--- src/rtl/stream_demux_pkg.sv ---
// Shared constants and slot-state encoding for the 1-to-N stream demultiplexer.
package stream_demux_pkg;

  localparam int DEFAULT_DATA_W = 8;
  localparam int DEFAULT_SEL_W  = 3;

  typedef enum logic {
    EMPTY = 1'b0,
    FULL  = 1'b1
  } slot_state_e;

endpackage : stream_demux_pkg

--- src/rtl/stream_demux_1xn_if.sv ---
// Upstream/downstream handshake bundle of the demultiplexer; slave is the demux side.
interface stream_demux_1xn_if
  import stream_demux_pkg::*;
#(
  parameter int DATA_W = DEFAULT_DATA_W,
  parameter int SEL_W  = DEFAULT_SEL_W
) ();

  localparam int N = 2 ** SEL_W;

  logic                in_valid;
  logic                in_ready;
  logic [SEL_W-1:0]    in_sel;
  logic                in_bcast;
  logic [DATA_W-1:0]   in_data;
  logic [N-1:0]        out_valid;
  logic [N-1:0]        out_ready;
  logic [N*DATA_W-1:0] out_data;

  modport master (
    output in_valid, in_sel, in_bcast, in_data, out_ready,
    input  in_ready, out_valid, out_data
  );

  modport slave (
    input  in_valid, in_sel, in_bcast, in_data, out_ready,
    output in_ready, out_valid, out_data
  );

endinterface : stream_demux_1xn_if

--- src/rtl/demux_slot.sv ---
// One-entry output slot of a single demux channel; a load wins over a drain so
// a simultaneous drain+load keeps the slot full with the new word.
module demux_slot
  import stream_demux_pkg::*;
#(
  parameter int DATA_W = DEFAULT_DATA_W
) (
  input  logic              clk,
  input  logic              rst,
  input  logic              load,
  input  logic              drain,
  input  logic [DATA_W-1:0] data_in,
  output logic              valid,
  output logic [DATA_W-1:0] data_out
);

  slot_state_e       state_q, state_d;
  logic [DATA_W-1:0] data_q, data_d;

  // Next-state: load has priority, drain clears the word so an empty lane reads zero
  always_comb begin
    state_d = state_q;
    data_d  = data_q;
    if (load) begin
      state_d = FULL;
      data_d  = data_in;
    end else if (drain) begin
      state_d = EMPTY;
      data_d  = {DATA_W{1'b0}};
    end else begin
      state_d = state_q;
      data_d  = data_q;
    end
  end

  // Slot state and word registers
  always_ff @(posedge clk) begin
    if (rst) begin
      state_q <= EMPTY;
      data_q  <= {DATA_W{1'b0}};
    end else begin
      state_q <= state_d;
      data_q  <= data_d;
    end
  end

  assign valid    = (state_q == FULL);
  assign data_out = data_q;

endmodule : demux_slot

--- src/rtl/stream_demux_1xn.sv ---
// 1-to-N stream demultiplexer: routes each accepted word to one channel slot or,
// on broadcast, to all of them at once.
module stream_demux_1xn
  import stream_demux_pkg::*;
#(
  parameter int DATA_W = DEFAULT_DATA_W,
  parameter int SEL_W  = DEFAULT_SEL_W
) (
  input  logic               clk,
  input  logic               rst,
  input  logic               en,
  stream_demux_1xn_if.slave  bus
);

  localparam int N = 2 ** SEL_W;

  logic [N-1:0]        target_s;
  logic [N-1:0]        slot_free_s;
  logic [N-1:0]        load_s;
  logic [N-1:0]        drain_s;
  logic [N-1:0]        valid_s;
  logic [N*DATA_W-1:0] data_s;
  logic                in_ready_s;
  logic                accept_s;

  // Select decode: one-hot channel, or every channel on broadcast
  always_comb begin
    target_s = {N{1'b0}};
    if (bus.in_bcast) begin
      target_s = {N{1'b1}};
    end else begin
      target_s[bus.in_sel] = 1'b1;
    end
  end

  assign drain_s     = valid_s & bus.out_ready;
  assign slot_free_s = ~valid_s | bus.out_ready;

  // Acceptance: broadcast needs every slot free so it never lands partially
  always_comb begin
    in_ready_s = 1'b0;
    if (rst || !en) begin
      in_ready_s = 1'b0;
    end else if (bus.in_bcast) begin
      in_ready_s = &slot_free_s;
    end else begin
      in_ready_s = slot_free_s[bus.in_sel];
    end
  end

  assign accept_s = bus.in_valid & in_ready_s;
  assign load_s   = target_s & {N{accept_s}};

  for (genvar i = 0; i < N; i++) begin : g_slot
    demux_slot #(
      .DATA_W (DATA_W)
    ) u_slot (
      .clk      (clk),
      .rst      (rst),
      .load     (load_s[i]),
      .drain    (drain_s[i]),
      .data_in  (bus.in_data),
      .valid    (valid_s[i]),
      .data_out (data_s[i*DATA_W +: DATA_W])
    );
  end

  assign bus.in_ready  = in_ready_s;
  assign bus.out_valid = valid_s;
  assign bus.out_data  = data_s;

endmodule : stream_demux_1xn

--- src/flat_wrapper.sv ---
// flat-port wrapper written by rule: the top's interface ports become plain ports
module stream_demux_1xn_flat import stream_demux_pkg::*;
#(
  parameter int DATA_W = DEFAULT_DATA_W,
  parameter int SEL_W  = DEFAULT_SEL_W
)
  (clk, rst, en, bus_in_valid, bus_in_sel, bus_in_bcast, bus_in_data, bus_out_ready, bus_in_ready, bus_out_valid, bus_out_data);
  stream_demux_1xn_if #(.DATA_W(DATA_W), .SEL_W(SEL_W)) bus_i ();
  input  logic clk;
  input  logic rst;
  input  logic en;
  input wire logic [$bits(bus_i.in_valid)-1:0] bus_in_valid;
  input wire logic [$bits(bus_i.in_sel)-1:0] bus_in_sel;
  input wire logic [$bits(bus_i.in_bcast)-1:0] bus_in_bcast;
  input wire logic [$bits(bus_i.in_data)-1:0] bus_in_data;
  input wire logic [$bits(bus_i.out_ready)-1:0] bus_out_ready;
  output wire logic [$bits(bus_i.in_ready)-1:0] bus_in_ready;
  output wire logic [$bits(bus_i.out_valid)-1:0] bus_out_valid;
  output wire logic [$bits(bus_i.out_data)-1:0] bus_out_data;
  assign bus_i.in_valid = bus_in_valid;
  assign bus_i.in_sel = bus_in_sel;
  assign bus_i.in_bcast = bus_in_bcast;
  assign bus_i.in_data = bus_in_data;
  assign bus_i.out_ready = bus_out_ready;
  assign bus_in_ready = bus_i.in_ready;
  assign bus_out_valid = bus_i.out_valid;
  assign bus_out_data = bus_i.out_data;
  stream_demux_1xn #(.DATA_W(DATA_W), .SEL_W(SEL_W)) u_core (.clk(clk), .rst(rst), .en(en), .bus(bus_i));
endmodule
--- config.mk ---
export PLATFORM = sky130hd
export DESIGN_NAME = stream_demux_1xn_flat
export DESIGN_NICKNAME = d
export VERILOG_FILES = /design/src/rtl/stream_demux_pkg.sv /design/src/rtl/stream_demux_1xn_if.sv /design/src/rtl/demux_slot.sv /design/src/rtl/stream_demux_1xn.sv /design/src/flat_wrapper.sv
export SDC_FILE = /design/constraint.sdc
export NUM_CORES = 1
export LEC_CHECK = 0
export ABC_CLOCK_PERIOD_IN_PS = 2850
export CAP_MARGIN = 30
export CORE_MARGIN = 4
export CORE_UTILIZATION = 33
export DETAILED_ROUTE_END_ITERATION = 8
export SLEW_MARGIN = 0
export SYNTH_ARGS = -nofsm -noshare
export SYNTH_HDL_FRONTEND = slang
export SYNTH_HIERARCHICAL = 1
export SYNTH_SLANG_ARGS = --single-unit
--- constraint.sdc ---
create_clock -name clk -period 2.85 [get_ports clk]
set_input_delay 0.57 -clock clk [delete_from_list [all_inputs] [get_ports clk]]
set_output_delay 0.57 -clock clk [all_outputs]
set_load 0.03 [all_outputs]
==> results of run 1 <==
## cell type report
| cell class | count | area, µm² |
|---|---|---|
| clock buffers | 11 | 253 |
| clock inverters | 5 | 103 |
| fillers | 1058 | 5790 |
| inverters | 66 | 248 |
| multi-input cells | 204 | 1770 |
| flip-flops and latches | 72 | 1440 |
| well taps | 140 | 175 |
| repair buffers | 111 | 1160 |
## critical path, cell delays in order
cell and delay (ns):
sky130_fd_sc_hd__clkdlybuf4s50_1 0.51, sky130_fd_sc_hd__buf_4 0.14, sky130_fd_sc_hd__mux4_1 0.56, sky130_fd_sc_hd__nor3_2 0.19
sky130_fd_sc_hd__nor4_4 0.09, sky130_fd_sc_hd__buf_12 0.14
## final timing paths
| check | slack, ns | endpoint | from |
|---|---|---|---|
| max | 0.07 | bus_in_ready | bus_in_sel[0] |
| min | 0.49 | u_core/g_slot[5].u_slot/data_out[7] | u_core/g_slot[5].u_slot/data_out[7] |
| max reg2reg | 0.89 | u_core/g_slot[3].u_slot/data_out[1] | u_core/g_slot[0].u_slot/valid |
| min reg2reg | 0.49 | u_core/g_slot[5].u_slot/data_out[7] | u_core/g_slot[5].u_slot/data_out[7] |
## sequential cells by signal, summed over array words and instances, names as in the netlist
| name | count |
|---|---|
| u_core/g_slot.u_slot/valid | 8 |
| u_core/g_slot.u_slot/data_out | 64 |
## what timing repair did
| item | 4_1_cts | 5_1_grt |
|---|---|---|
| endpoints found under the hold margin | 0 | 0 |
| hold buffers | 0 | 0 |
| setup endpoints to repair | 1 | 1 |
| gates resized for setup | 1 | 2 |
## stage by stage
step / power [µW] / utilization, % / setup slack, ns / cell area (µm²)
3_3_place_gp: 1440 / 43.6 / -0.103 / 4770
4_1_cts: 2780 / 47.0 / 0.0527 / 5130
3_5_place_dp: 1440 / 43.6 / -0.123 / 4770
5_1_grt: 2840 / 47.1 / 0.0354 / 5150
6_report: 2740 / 47.1 / 0.0726 / 5150
2_1_floorplan: 1300 / - / 0.238 / 3720
## where the power goes
group	internal [µW]	switching [µW]	total, µW
sequential	1030	16.2	1050
clock	901	415	1320
combinational	152	220	371
## routing by layer
metal	track usage [%]	vias up
met5	0	-
met2	25.4	83
met4	5.94	0
met1	19.8	1351
met3	3.65	10
li1	-	1460
## cells by family (layout without fill, tap and decap cells)
group | after synthesis | after routing | share of synthesized area (%)
compound gates | 81 | 81 | 28.4
flops | 72 | 72 | 38.7
mux | 2 | 2 | 1.31
simple gates | 121 | 121 | 16.3
buf+inv | 101 | 193 | 15.3
## placed cells by master, fill, tap and decap left out, drive strengths merged
master | Yosys | layout
clkinv | 0 | 1
buf | 33 | 17
inv | 66 | 66
nor3 | 10 | 10
o21a | 1 | 1
clkbuf | 2 | 11
nand4 | 2 | 2
nand2b | 17 | 17
and2 | 8 | 8
o32ai | 56 | 56
nand2 | 64 | 64
nor4 | 1 | 1
or3b | 8 | 8
or2 | 8 | 8
nor2 | 2 | 2
clkinvlp | 0 | 1
a21oi | 16 | 16
bufinv | 0 | 3
mux4 | 2 | 2
dfxtp | 72 | 72
nand3b | 1 | 1
clkdlybuf4s50 | 0 | 94
a41oi | 4 | 4
a31oi | 4 | 4
==> reports/qor.json, run 1 <==
{
  "run_status": {"value": "finished clean"},
  "syn_area_per_cell": {"value": 9.88, "unit": "µm²"},
  "synth.top_cells.by_count": {"value": "sky130_fd_sc_hd__dfxtp_1, sky130_fd_sc_hd__inv_1, sky130_fd_sc_hd__nand2_1, sky130_fd_sc_hd__o32ai_2, sky130_fd_sc_hd__buf_6"},
  "synth_flop_type": {"value": "sky130_fd_sc_hd__dfxtp_1"},
  "fp.coreArea": {"value": 0.0109, "unit": "mm²"},
  "irDropWorstVdd": {"value": 231, "unit": "µV"},
  "worstSkewPairLatency": {"value": 0.33, "unit": "ns"},
  "critPathRequiredTime": {"value": 2.28, "unit": "ns"},
  "port_buffers": {"value": 96},
  "die_h": {"value": 114, "unit": "µm"},
  "worstRegToRegCells": {"value": 8},
  "tightest_slew": {"value": 0.607, "unit": "ns"},
  "grt_antenna_before_repair": {"value": 0},
  "synth_fp_nets": {"value": 401},
  "max_clock_freq": {"value": 0.360, "unit": "GHz"},
  "setup-tns-final": {"value": 0, "unit": "ns"},
  "clockRootBuffer": {"value": "sky130_fd_sc_hd__clkbuf_16"},
  "drv.max_cap_violation_count": {"value": 0},
  "synthDominantCellAreaShare": {"value": 38.7, "unit": "%"},
  "postCtsSetupRepairBufs": {"value": 0},
  "synth_edf_count": {"value": 0},
  "std_cell_rows": {"value": 38},
  "post_synth_inst_count": {"value": 377},
  "drive_gt1_share": {"value": 21.7, "unit": "%"},
  "post_synth_instance_area": {"value": 0.00372, "unit": "mm²"},
  "synth_seq_area_share": {"value": 38.7, "unit": "%"},
  "dieWidth": {"value": 114, "unit": "µm"},
  "area.growth.synth_to_final": {"value": 38.2, "unit": "%"},
  "timing.clock.skew": {"value": 0.0138, "unit": "ns"},
  "cts_htree_levels": {"value": 3},
  "ant_nets": {"value": 0},
  "synth_top_cells_by_area": {"value": "sky130_fd_sc_hd__dfxtp_1, sky130_fd_sc_hd__o32ai_2, sky130_fd_sc_hd__buf_6"},
  "grt_first_pass_wirelength": {"value": 15400, "unit": "µm"},
  "floorplan.die_area": {"value": 0.0131, "unit": "mm²"},
  "diodes": {"value": 0},
  "critical_path.endpoint_type": {"value": "primary output"},
  "timing.max_slew.rel_slack": {"value": 59.4, "unit": "%"},
  "clkSinkCount": {"value": 72},
  "place_inst": {"value": 593},
  "timing.final.hold_violations": {"value": 0},
  "routed_wire_length": {"value": 9900, "unit": "µm"},
  "yosys_warnings": {"value": 6},
  "holdPathStages": {"value": 2},
  "m1WireLength": {"value": 4290, "unit": "µm"},
  "final_period_minus_worst_setup_slack": {"value": 2.78, "unit": "ns"},
  "fraction_of_synthesis_flops_using_an_asynchronous_set_or_reset_pin": {"value": 0, "unit": "%"},
  "synthMostInstantiatedCell": {"value": "sky130_fd_sc_hd__dfxtp_1"},
  "number_of_iterations_in_the_first_detailed_routing_pass": {"value": 4},
  "post-route-drc-count": {"value": 0},
  "cts_tree": {"value": "yes"},
  "synth.lib_cells_used.distinct": {"value": 24},
  "critPathMaxFanout": {"value": 3},
  "gr-total-overflow": {"value": 0},
  "clk_path_buf_depth": {"value": 2},
  "timing.final.crit_share": {"value": 97.5, "unit": "%"},
  "pin_count_of_the_biggest_net_entering_global_routing": {"value": 81},
  "io-pin-count": {"value": 97},
  "worstHoldPathType": {"value": "register to register"},
  "place.detailed.hpwl": {"value": 6680, "unit": "µm"},
  "finalNonFillerCells": {"value": 609},
  "gp_routability_congestion": {"value": 0.783},
  "floorplan.initialDensity": {"value": 34.1, "unit": "%"},
  "grt_pass1_vias": {"value": 2841},
  "cellLeakagePower": {"value": 0.00158, "unit": "µW"},
  "detail_route.iter0.violations": {"value": 94},
  "ffs_latches_synth": {"value": 72},
  "vias_per_cell": {"value": 4.77},
  "timing.hold.ws": {"value": 0.486, "unit": "ns"},
  "final_setup_fails": {"value": 0},
  "wl_met2": {"value": 4890, "unit": "µm"},
  "cts_buffers": {"value": 9},
  "post_drt_wl_per_cell": {"value": 16.3, "unit": "µm"},
  "startpoint_type": {"value": "input port"},
  "grt_setup_unrepaired": {"value": "false"},
  "clkTransAtPathRegs": {"value": 0.06, "unit": "ns"},
  "met3WireLength": {"value": 588, "unit": "µm"},
  "vias": {"value": 2904},
  "nNetsFinal": {"value": 488},
  "critical_path_class": {"value": "input port to primary output"},
  "track_usage": {"value": 15.5, "unit": "%"},
  "power_per_cell_area": {"value": 532, "unit": "mW/mm²"},
  "top_layer": {"value": "met4"},
  "cell_type_with_the_highest_aggregate_area_in_the_netlist": {"value": "sky130_fd_sc_hd__dfxtp_1"},
  "slew_violations": {"value": 0},
  "worst_ep_arrival_time": {"value": 2.21, "unit": "ns"}
}
(Power assumes the default switching activity.)
==> run 2: changes to the inputs <==
SLEW_MARGIN = 30   (was 0)
==> results of run 2 <==
The final DEF is identical to that of run 1; final timing and power are the same.
